File: src/rtl/lce_ctrl_pkg.sv
// lce_ctrl_pkg: run-controller state and end-reason encodings
package lce_ctrl_pkg;
  typedef enum logic [2:0] {IDLE, SKIP, RUN, EXTRACT, DRAIN, DONE} state_e;
  typedef enum logic [2:0] {NONE, PASSED, FAILED, EXIT_OK, EXIT_ERR, MAXCYC, ALARM} reason_e;
endpackage

File: src/rtl/lce_dump_fifo.sv
// lce_dump_fifo: first-word-fall-through FIFO with wrap-bit pointers and drop flag
module lce_dump_fifo #(
  parameter int WIDTH = 64,
  parameter int DEPTH = 8
) (
  input  logic             clk_i,
  input  logic             rst_ni,
  input  logic             push_i,
  input  logic [WIDTH-1:0] wdata_i,
  input  logic             ready_i,
  output logic             valid_o,
  output logic [WIDTH-1:0] rdata_o,
  output logic             drop_o
);
  localparam int AW = $clog2(DEPTH);
  logic [WIDTH-1:0] mem [DEPTH];
  logic [AW:0] wp, rp;
  logic full, pop, wr;
  assign valid_o = wp != rp;
  assign full = (wp ^ rp) == {1'b1, {AW{1'b0}}};
  assign pop = valid_o && ready_i;
  assign wr = push_i && (!full || pop);
  assign drop_o = push_i && !wr;
  assign rdata_o = mem[rp[AW-1:0]];
  always_ff @(posedge clk_i or negedge rst_ni)
    if (!rst_ni) begin
      wp <= '0;
      rp <= '0;
    end else begin
      wp <= wp + (AW+1)'(wr);
      rp <= rp + (AW+1)'(pop);
    end
  always_ff @(posedge clk_i)
    if (wr) mem[wp[AW-1:0]] <= wdata_i;
endmodule

File: src/rtl/lce_run_controller.sv
// lce_run_controller: LCE run sequencing, pc_set suppression, capture FIFO and end-event latch
module lce_run_controller
  import lce_ctrl_pkg::*;
#(
  parameter int CNT_WIDTH   = 32,
  parameter int INSTR_WIDTH = 32,
  parameter int ADDR_WIDTH  = 32,
  parameter int FIFO_DEPTH  = 8,
  parameter int START_SKIP  = 2
) (
  input  logic                   clk_i,
  input  logic                   rst_ni,
  input  logic                   fetch_enable_i,
  input  logic                   cfg_lce_en_i,
  input  logic [CNT_WIDTH-1:0]   cfg_delay_i,
  input  logic                   cfg_max_en_i,
  input  logic [CNT_WIDTH-1:0]   cfg_maxcycles_i,
  input  logic                   instr_valid_i,
  input  logic [INSTR_WIDTH-1:0] instr_rdata_i,
  input  logic [ADDR_WIDTH-1:0]  pc_if_i,
  input  logic                   pc_set_i,
  output logic                   pc_set_o,
  input  logic                   tests_passed_i,
  input  logic                   tests_failed_i,
  input  logic                   exit_valid_i,
  input  logic [31:0]            exit_value_i,
  input  logic                   alarm_i,
  output logic                   dump_valid_o,
  input  logic                   dump_ready_i,
  output logic [INSTR_WIDTH-1:0] dump_data_o,
  output logic [CNT_WIDTH-1:0]   dump_cycle_o,
  output logic [CNT_WIDTH-1:0]   cycle_cnt_o,
  output logic                   lce_active_o,
  output logic                   overflow_o,
  output logic                   done_o,
  output logic [2:0]             done_reason_o,
  output logic [CNT_WIDTH-1:0]   final_cycle_o,
  output logic [ADDR_WIDTH-1:0]  final_pc_o
);
  state_e state;
  reason_e reason, ev;
  logic from_ext, lce_en, max_en, running, push, drop;
  logic [CNT_WIDTH-1:0] cnt, delay, maxcycles;
  logic [7:0] skip_cnt;
  logic [INSTR_WIDTH+CNT_WIDTH-1:0] head;
  assign ev = alarm_i ? ALARM : tests_failed_i ? FAILED : tests_passed_i ? PASSED :
              exit_valid_i ? (exit_value_i == '0 ? EXIT_OK : EXIT_ERR) :
              (max_en && cnt >= maxcycles) ? MAXCYC : NONE;
  assign running = state == RUN || state == EXTRACT;
  assign push = running && lce_en && instr_valid_i;
  assign lce_active_o = state == EXTRACT || (state == DRAIN && from_ext);
  assign pc_set_o = pc_set_i && !lce_active_o;
  assign done_o = state == DONE;
  assign done_reason_o = reason;
  assign cycle_cnt_o = cnt;
  assign {dump_data_o, dump_cycle_o} = head;
  lce_dump_fifo #(.WIDTH(INSTR_WIDTH + CNT_WIDTH), .DEPTH(FIFO_DEPTH)) u_fifo (
    .clk_i   (clk_i),
    .rst_ni  (rst_ni),
    .push_i  (push),
    .wdata_i ({instr_rdata_i, cnt}),
    .ready_i (dump_ready_i),
    .valid_o (dump_valid_o),
    .rdata_o (head),
    .drop_o  (drop)
  );
  always_ff @(posedge clk_i or negedge rst_ni)
    if (!rst_ni) begin
      state <= IDLE;
      reason <= NONE;
      from_ext <= 1'b0;
      lce_en <= 1'b0;
      max_en <= 1'b0;
      cnt <= '0;
      delay <= '0;
      maxcycles <= '0;
      skip_cnt <= '0;
      overflow_o <= 1'b0;
      final_cycle_o <= '0;
      final_pc_o <= '0;
    end else begin
      if (drop) overflow_o <= 1'b1;
      case (state)
        IDLE: if (fetch_enable_i) begin
          lce_en <= cfg_lce_en_i;
          max_en <= cfg_max_en_i;
          delay <= cfg_delay_i;
          maxcycles <= cfg_maxcycles_i;
          skip_cnt <= '0;
          state <= SKIP;
        end
        SKIP: begin
          skip_cnt <= skip_cnt + 8'd1;
          if (skip_cnt == 8'(START_SKIP - 1)) state <= RUN;
        end
        RUN, EXTRACT: begin
          cnt <= cnt + CNT_WIDTH'(cnt != '1);
          if (ev != NONE) begin
            reason <= ev;
            final_cycle_o <= cnt;
            final_pc_o <= pc_if_i;
            from_ext <= state == EXTRACT;
            state <= DRAIN;
          end else if (state == RUN && lce_en && cnt >= delay) state <= EXTRACT;
        end
        DRAIN: if (!dump_valid_o) state <= DONE;
        default: ;
      endcase
    end
endmodule

File: config.mk
export PLATFORM = sky130hd
export DESIGN_NAME = lce_run_controller
export DESIGN_NICKNAME = d
export VERILOG_FILES = /design/src/rtl/lce_ctrl_pkg.sv /design/src/rtl/lce_dump_fifo.sv /design/src/rtl/lce_run_controller.sv
export SDC_FILE = /design/constraint.sdc
export NUM_CORES = 1
export LEC_CHECK = 0
export BUFFER_PORTS_ARGS = -buffer_cell sky130_fd_sc_hd__buf_2
export CAP_MARGIN = 20
export CELL_PAD_IN_SITES_DETAIL_PLACEMENT = 1
export CELL_PAD_IN_SITES_GLOBAL_PLACEMENT = 1
export CORE_MARGIN = 5
export CORE_UTILIZATION = 50
export DETAILED_ROUTE_END_ITERATION = 10
export PLACE_DENSITY_LB_ADDON = 0.1
export RECOVER_POWER = 100
export SLEW_MARGIN = 20
export SYNTH_ARGS = -nofsm -noshare
export SYNTH_HDL_FRONTEND = slang
export SYNTH_SLANG_ARGS = --single-unit
File: constraint.sdc
create_clock -name clk_i -period 8.1 [get_ports clk_i]
set_input_delay 0.81 -clock clk_i [delete_from_list [all_inputs] [get_ports clk_i]]
set_output_delay 0.81 -clock clk_i [all_outputs]
set_load 0.01 [all_outputs]
==> flow_summary.ini, run 1 <==
[run_status]
outcome = complete, but fails checks
violations = capacitance limit, slew limit

[synthesis]
avgSynthCellArea_um2 = 17.76
synthXorXnorAreaFrac = 0.01206
syn_inst = 1595
ys_ff_latch = 698
ys_seq_area_frac = 0.7070
synth-async-reset-ratio = 0.2665
synth_mux_area_frac = 0.1576
synth-main-ff-cell = edfxtp_1
synth_compound_area_frac = 0.02937
yosysUniqueCellTypes = 58
yosys_warnings = 0
synth_top_family_by_area = multiplexers
syn_nets = 1839
synthesis.area_um2 = 28330
synth_edf_count = 512
synth_simple_gate_area_share = 0.04244
synthAdderAreaFrac = 0.03180

[timing]
tns_ns = 0
final_hold_viol_count = 0
fmax_ghz = 0.1736
finalCritPeriodShare = 0.7113
skew_ns = 0.02545
worst_slack_ns = 2.338
setup_viol = 0
rsz0062_at_grt = false
slew_viol_final = 401
maxSlewHeadroom = -1.653
tightest_slew_ns = 3.980
hold_ws_ns = 0.4143
post-route-min-period_ns = 5.762

[global_routing]
grtUsageTotal = 0.2250
grt_max_degree = 75
grt_pass1_wl_mm = 104.9
overflow = 0
antenna_found_initial = 1
first_global_vias = 17248

[placement]
finalWeightedCongestion = 0.7815
place_inst = 2650
port_buffers = 339
dpl_cell_area_um2 = 30940
hpwl_mm = 41.77
post-place-ws_ns = 3.625

[worst_setup_path]
endpoint_kind = output port
cp_top_family = flip-flops
r2r-start = cycle_cnt_o[15]
path_cells = buf_4, mux4_2, mux2_1, buf_2
path_class = reg -> out
cp_slowest_cell = dfrtp_1
r2r_slack_ns = 2.37
critPathMaxStageDelay_ns = 2.21
reg2reg_depth = 9
crit_buf_inv = 2
worst_ep_required_time_ns = 7.29
critPathLaunch = u_fifo.rp[0]
critPathLaunchType = flop
critPathArrivalTime_ns = 4.95
crit_path_max_fanout = 45
r2r-end = final_cycle_o[24]

[pwr]
power_mw = 7.414
peakVddDrop_v = 0.0001322
p_seq_frac = 0.517
pwr-share-clk = 0.469
power.internal_mw = 6.009
switching_share = 0.1894
combPwrFrac = 0.013
p_per_area_nw_per_um2 = 224.6
p_leak_nw = 13.04
power.switching_mw = 1.404

[worst_hold_path]
hold_depth = 3
min_to = lce_en
hold_path.startpoint = cfg_lce_en_i
hold_class = in -> reg

[cts]
cts_buffers = 73
cts_resized = 0
cts_hold_buf = 0
clk_pin_slew_ns = 0.06
cts_setup_buffers = 0
h-tree-depth = 3
cts_tree = done
clk_path_buf_depth = 3
root_buffer = clkbuf_16
clkLatencyLatePin_ns = 0.60
cts_sinks = 698

[cells_and_area]
drive_gt1_frac = 0.2459
design_area_um2 = 33010
final_nets = 2215
area_growth_pct = 16.51
instances_no_fill = 2783
finalCoreUtilization = 0.5865

[route]
ant_nets = 0
routedWlPerCell_um = 24.34
wl_mm = 67.74
firstDrtPassIters = 4
drt_drc_violations_left = 0
initialDrtViolationCount = 889
vias_per_cell = 5.556
vias = 15463

[run]
drv_cap = 9

[die]
rows = 87
io_pins = 340
die_h_um = 248.0
die_w_um = 248.0
die-area_um2 = 61520
initial_utilization = 0.5034
core_um2 = 56280
==> cell usage in the layout, fill, tap and decap left out, types with 8 or more instances in the layout <==
master / netlist / layout
inv_1: 75 / 75
xnor2_1: 24 / 24
o21ai_0: 83 / 83
buf_4: 0 / 13
nor2_1: 32 / 33
edfxtp_1: 512 / 512
dfrtp_1: 186 / 184
nand2_1: 107 / 107
ha_1: 72 / 72
a21oi_1: 20 / 21
buf_2: 12 / 159
clkbuf_16: 0 / 75
clkbuf_1: 40 / 207
nand4_1: 17 / 17
and3_1: 8 / 8
mux2_2: 101 / 82
nor3_1: 10 / 12
nand3_1: 28 / 28
bufinv_16: 0 / 13
xor2_1: 15 / 15
mux4_2: 128 / 128
a21o_1: 12 / 12
mux2_1: 0 / 44
clkinv_2: 0 / 8
==> sequential cells by signal, indices dropped and copies added (netlist names), 3 cells and up <==
| name | flops |
|---|---|
| delay | 32 |
| final_cycle_o | 32 |
| cycle_cnt_o | 32 |
| final_pc_o | 32 |
| u_fifo.mem | 512 |
| u_fifo.rp | 4 |
| done_reason_o | 3 |
| maxcycles | 32 |
| u_fifo.wp | 4 |
| state | 3 |
| skip_cnt | 8 |
==> power by group through the flow <==
stage / registers, mW / logic, mW / clock network, mW
after floorplan: 3.91 / 0.0150 / 0
after global placement: 3.91 / 0.107 / 0
after detailed placement: 3.91 / 0.113 / 0
after CTS: 3.83 / 0.113 / 3.57
after global routing: 3.83 / 0.112 / 3.75
final: 3.83 / 0.0987 / 3.48
==> tightest hold or removal path, delay by kind of cell <==
kind	cells	cell delay [ns]
and+or+nand+nor	2	0.09
buffers and inverters	1	0.07
==> cells by family after synthesis <==
family	Yosys count
DFF	698
xor gates and xnor gates	39
AOI/OAI and AO/OA	142
adders and majority gates	72
buffers and inverters	137
muxes	259
and+or+nand+nor	248
==> worst max path at each step <==
stage                              to  slack [ns]  depth (start not counted)
floorplan            u_fifo.mem[0][0]        1.43                          6
global placement    final_cycle_o[21]        3.81                          9
detailed placement  final_cycle_o[24]        3.63                          9
CTS                  dump_cycle_o[30]        3.56                          4
global route        u_fifo.mem[7][21]        1.73                          6
finish               dump_cycle_o[15]        2.34                          4
==> cells in the mapped netlist (8+ instances only) <==
cell type	count	area, um^2
nor3_1	10	50.05
a21oi_1	20	100.1
ha_1	72	900.9
a21o_1	12	90.09
mux2_4	29	435.4
dfrtp_1	186	4654
nand4_1	17	106.4
buf_2	12	60.06
clkbuf_1	40	150.1
o21ai_0	83	415.4
mux2_2	101	1137
nor2_1	32	120.1
and3_1	8	50.05
xor2_1	15	131.4
mux4_2	128	2883
inv_1	75	281.5
nor2b_1	8	50.05
xnor2_1	24	210.2
nand3_1	28	140.1
nand2_1	107	401.6
edfxtp_1	512	15370
==> layer usage <==
metal	GRT usage	wire length [um]	vias up
li1	-	-	6905
met1	0.2999	27580	8071
met2	0.3848	34800	397
met3	0.04646	3917	90
met4	0.05565	1434	0
met5	0	0	-
==> cell type report <==
| cell class | instances | area, um^2 |
|---|---|---|
| antenna | 2 | 5.005 |
| clock buffer | 95 | 1982 |
| clock inverter | 34 | 514.2 |
| fill | 5264 | 23270 |
| inverter | 75 | 281.5 |
| multi-input combinational | 760 | 7631 |
| sequential | 698 | 20040 |
| tap | 756 | 945.9 |
| timing repair buffer | 363 | 1612 |
No activity file was read; power rests on OpenSTA's default activity.
==> run 2, diff against run 1 <==
Settings changed: CORE_UTILIZATION 50 to 45.
Clock period 8.1 ns to 5.1 ns, I/O delays scaled along.
==> run 2 against run 1 <==
- the flow still finishes with violations (capacitance limit, slew limit)
- final cell count grew 3.4%
- hold slack lost 0.31 ns
- register-to-register slack lost 1.4 ns
- sequential power grew 59%
- routed wire length grew 1.9%
- utilization shrank 5.9 points
- global-route usage shrank 1.9 points
- count of clock-buffer cells in the layout grew 1
- clock power grew 53%
- sequential share of layout area shrank 0.13 points
- non-clock buffer count grew 2
==> flow_summary.ini, run 2 (synthesized netlist as in run 1, its figures left out) <==
[worst_setup_path]
path_class = reg -> reg
worst_ep_required_time_ns = 5.59
critPathArrivalTime_ns = 4.66
endpoint_kind = flop
critPathMaxStageDelay_ns = 0.69
cp_slowest_cell = nor3_1
path_cells = inv_1, ha_1, nand2b_1, a2111oi_0, o32ai_1, o311a_1, nor3_1, a21oi_4, clkbuf_2, mux2_2
crit_path_max_fanout = 26
crit_buf_inv = 2
cp_top_family = compound AO/OA/AOI/OAI gates
critPathLaunchType = flop

[timing]
tightest_slew_ns = 2.841
slew_viol_final = 388
worst_slack_ns = 0.9305
maxSlewHeadroom = -0.8941
hold_ws_ns = 0.1013
rsz0062_at_grt = false
setup_viol = 0
post-route-min-period_ns = 4.170
final_hold_viol_count = 0
finalCritPeriodShare = 0.8176
skew_ns = 0.01758
fmax_ghz = 0.2398

[pwr]
peakVddDrop_v = 0.0001862
power.switching_mw = 2.295
pwr-share-clk = 0.460
power.internal_mw = 9.280
combPwrFrac = 0.014
power_mw = 11.58
p_seq_frac = 0.526
p_per_area_nw_per_um2 = 349.8
p_leak_nw = 13.06
switching_share = 0.1983

[route]
vias_per_cell = 5.359
ant_nets = 0
wl_mm = 69.00
routedWlPerCell_um = 23.97
vias = 15424
initialDrtViolationCount = 867
firstDrtPassIters = 5
drt_drc_violations_left = 0

[cells_and_area]
final_nets = 2219
instances_no_fill = 2878
finalCoreUtilization = 0.5274
fill_cells = 5977
n_antenna_cell = 0
layout_common_cells = edfxtp_1 (512), clkbuf_1 (192), dfrtp_1 (183)
drive_gt1_frac = 0.2475
area_growth_pct = 16.79
largest_register_ffs = 512
final_common_cell = edfxtp_1

[placement]
hpwl_mm = 43.54
port_buffers = 339
finalWeightedCongestion = 0.8061
place_inst = 2743
post-place-ws_ns = 1.431

[run_status]
violations = capacitance limit, slew limit
outcome = complete, but fails checks

[worst_hold_path]
hold_class = in -> reg

[die]
die_h_um = 260.9
rows = 92
die-area_um2 = 68080
io_pins = 340
die_w_um = 260.9
core_um2 = 62740
initial_utilization = 0.4516

[run]
drv_cap = 8

[global_routing]
overflow = 0
grt_pass1_wl_mm = 106.1
antenna_found_initial = 2
first_global_vias = 17082
grtUsageTotal = 0.2057
grt_max_degree = 93

[cts]
cts_buffers = 75
clkLatencyLatePin_ns = 0.61
cts_sinks = 698
h-tree-depth = 3
cts_tree = done
clk_pin_slew_ns = 0.06
clk_path_buf_depth = 3
cts_resized = 0
root_buffer = clkbuf_16
cts_setup_buffers = 0
==> run 2: cell count changes in the layout (fill, tap and decap cells not counted), moves of 7 or more <==
cell       previous run  this run
clkbuf_1            207       192
clkbuf_2              1        11
mux2_1               44        54
buf_2               159       168
buf_4                13         6
bufinv_16            13         6
clkinv_1              7        14
mux2_2               82        75
==> run 2: final timing paths <==
| kind | endpoint | from | cells past startpoint | slack, ns |
|---|---|---|---|---|
| max | final_cycle_o[25] | cycle_cnt_o[0] | 10 | 0.93 |
| min | delay[28] | cfg_delay_i[28] | 3 | 0.10 |
| max reg2reg | final_cycle_o[25] | cycle_cnt_o[0] | 10 | 0.93 |
| min reg2reg | overflow_o | overflow_o | 1 | 0.48 |
| max in group asynchronous | maxcycles[21] | rst_ni | 3 | 1.42 |
| min in group asynchronous | final_pc_o[11] | rst_ni | 2 | 1.18 |
==> run 2: power groups by stage <==
| stage | Combinational (mW) | Sequential (mW) | Clock, mW |
|---|---|---|---|
| 5_1_grt | 0.179 | 6.09 | 5.74 |
| 3_3_place_gp | 0.171 | 6.20 | 0 |
| 6_report | 0.158 | 6.09 | 5.33 |
| 4_1_cts | 0.181 | 6.09 | 5.48 |
| 3_5_place_dp | 0.180 | 6.21 | 0 |
| 2_1_floorplan | 0.0239 | 6.21 | 0 |
==> run 2: cell type report <==
class                           count  area (um^2)  share of cell area
Clock buffer                       96         2039             0.06164
Clock inverter                     38        371.6             0.01123
Inverter                           75        281.5            0.008509
Multi-Input combinational cell    760         7624              0.2304
Sequential cell                   698        20040              0.6057
Tap cell                          846         1059             0.03199
Timing Repair Buffer              365         1672             0.05052
==> run 2: layer usage <==
metal,GRT usage,part of all wire
met5,0,0.00025
met4,0.05724,0.022
met3,0.04102,0.049
met2,0.3503,0.51
met1,0.2725,0.42
==> run 2: tightest hold or removal path: stages <==
cell	delay (ns)
buf_2	0.07
nand2_1	0.03
o21ai_0	0.06
==> run 2: metrics by stage <==
step	TNS [ns]	area, um^2
CTS	0	33550
finish	0	33090
global placement	0	31130
floorplan	-258.07	28340
detailed placement	0	31130
global route	0	33090
==> run 2: timing repair <==
| action | in CTS | in global routing |
|---|---|---|
| endpoints found under the setup margin | 0 | 0 |
| endpoints found under the hold margin | 65 | 0 |
| hold buffers | 1 | 0 |
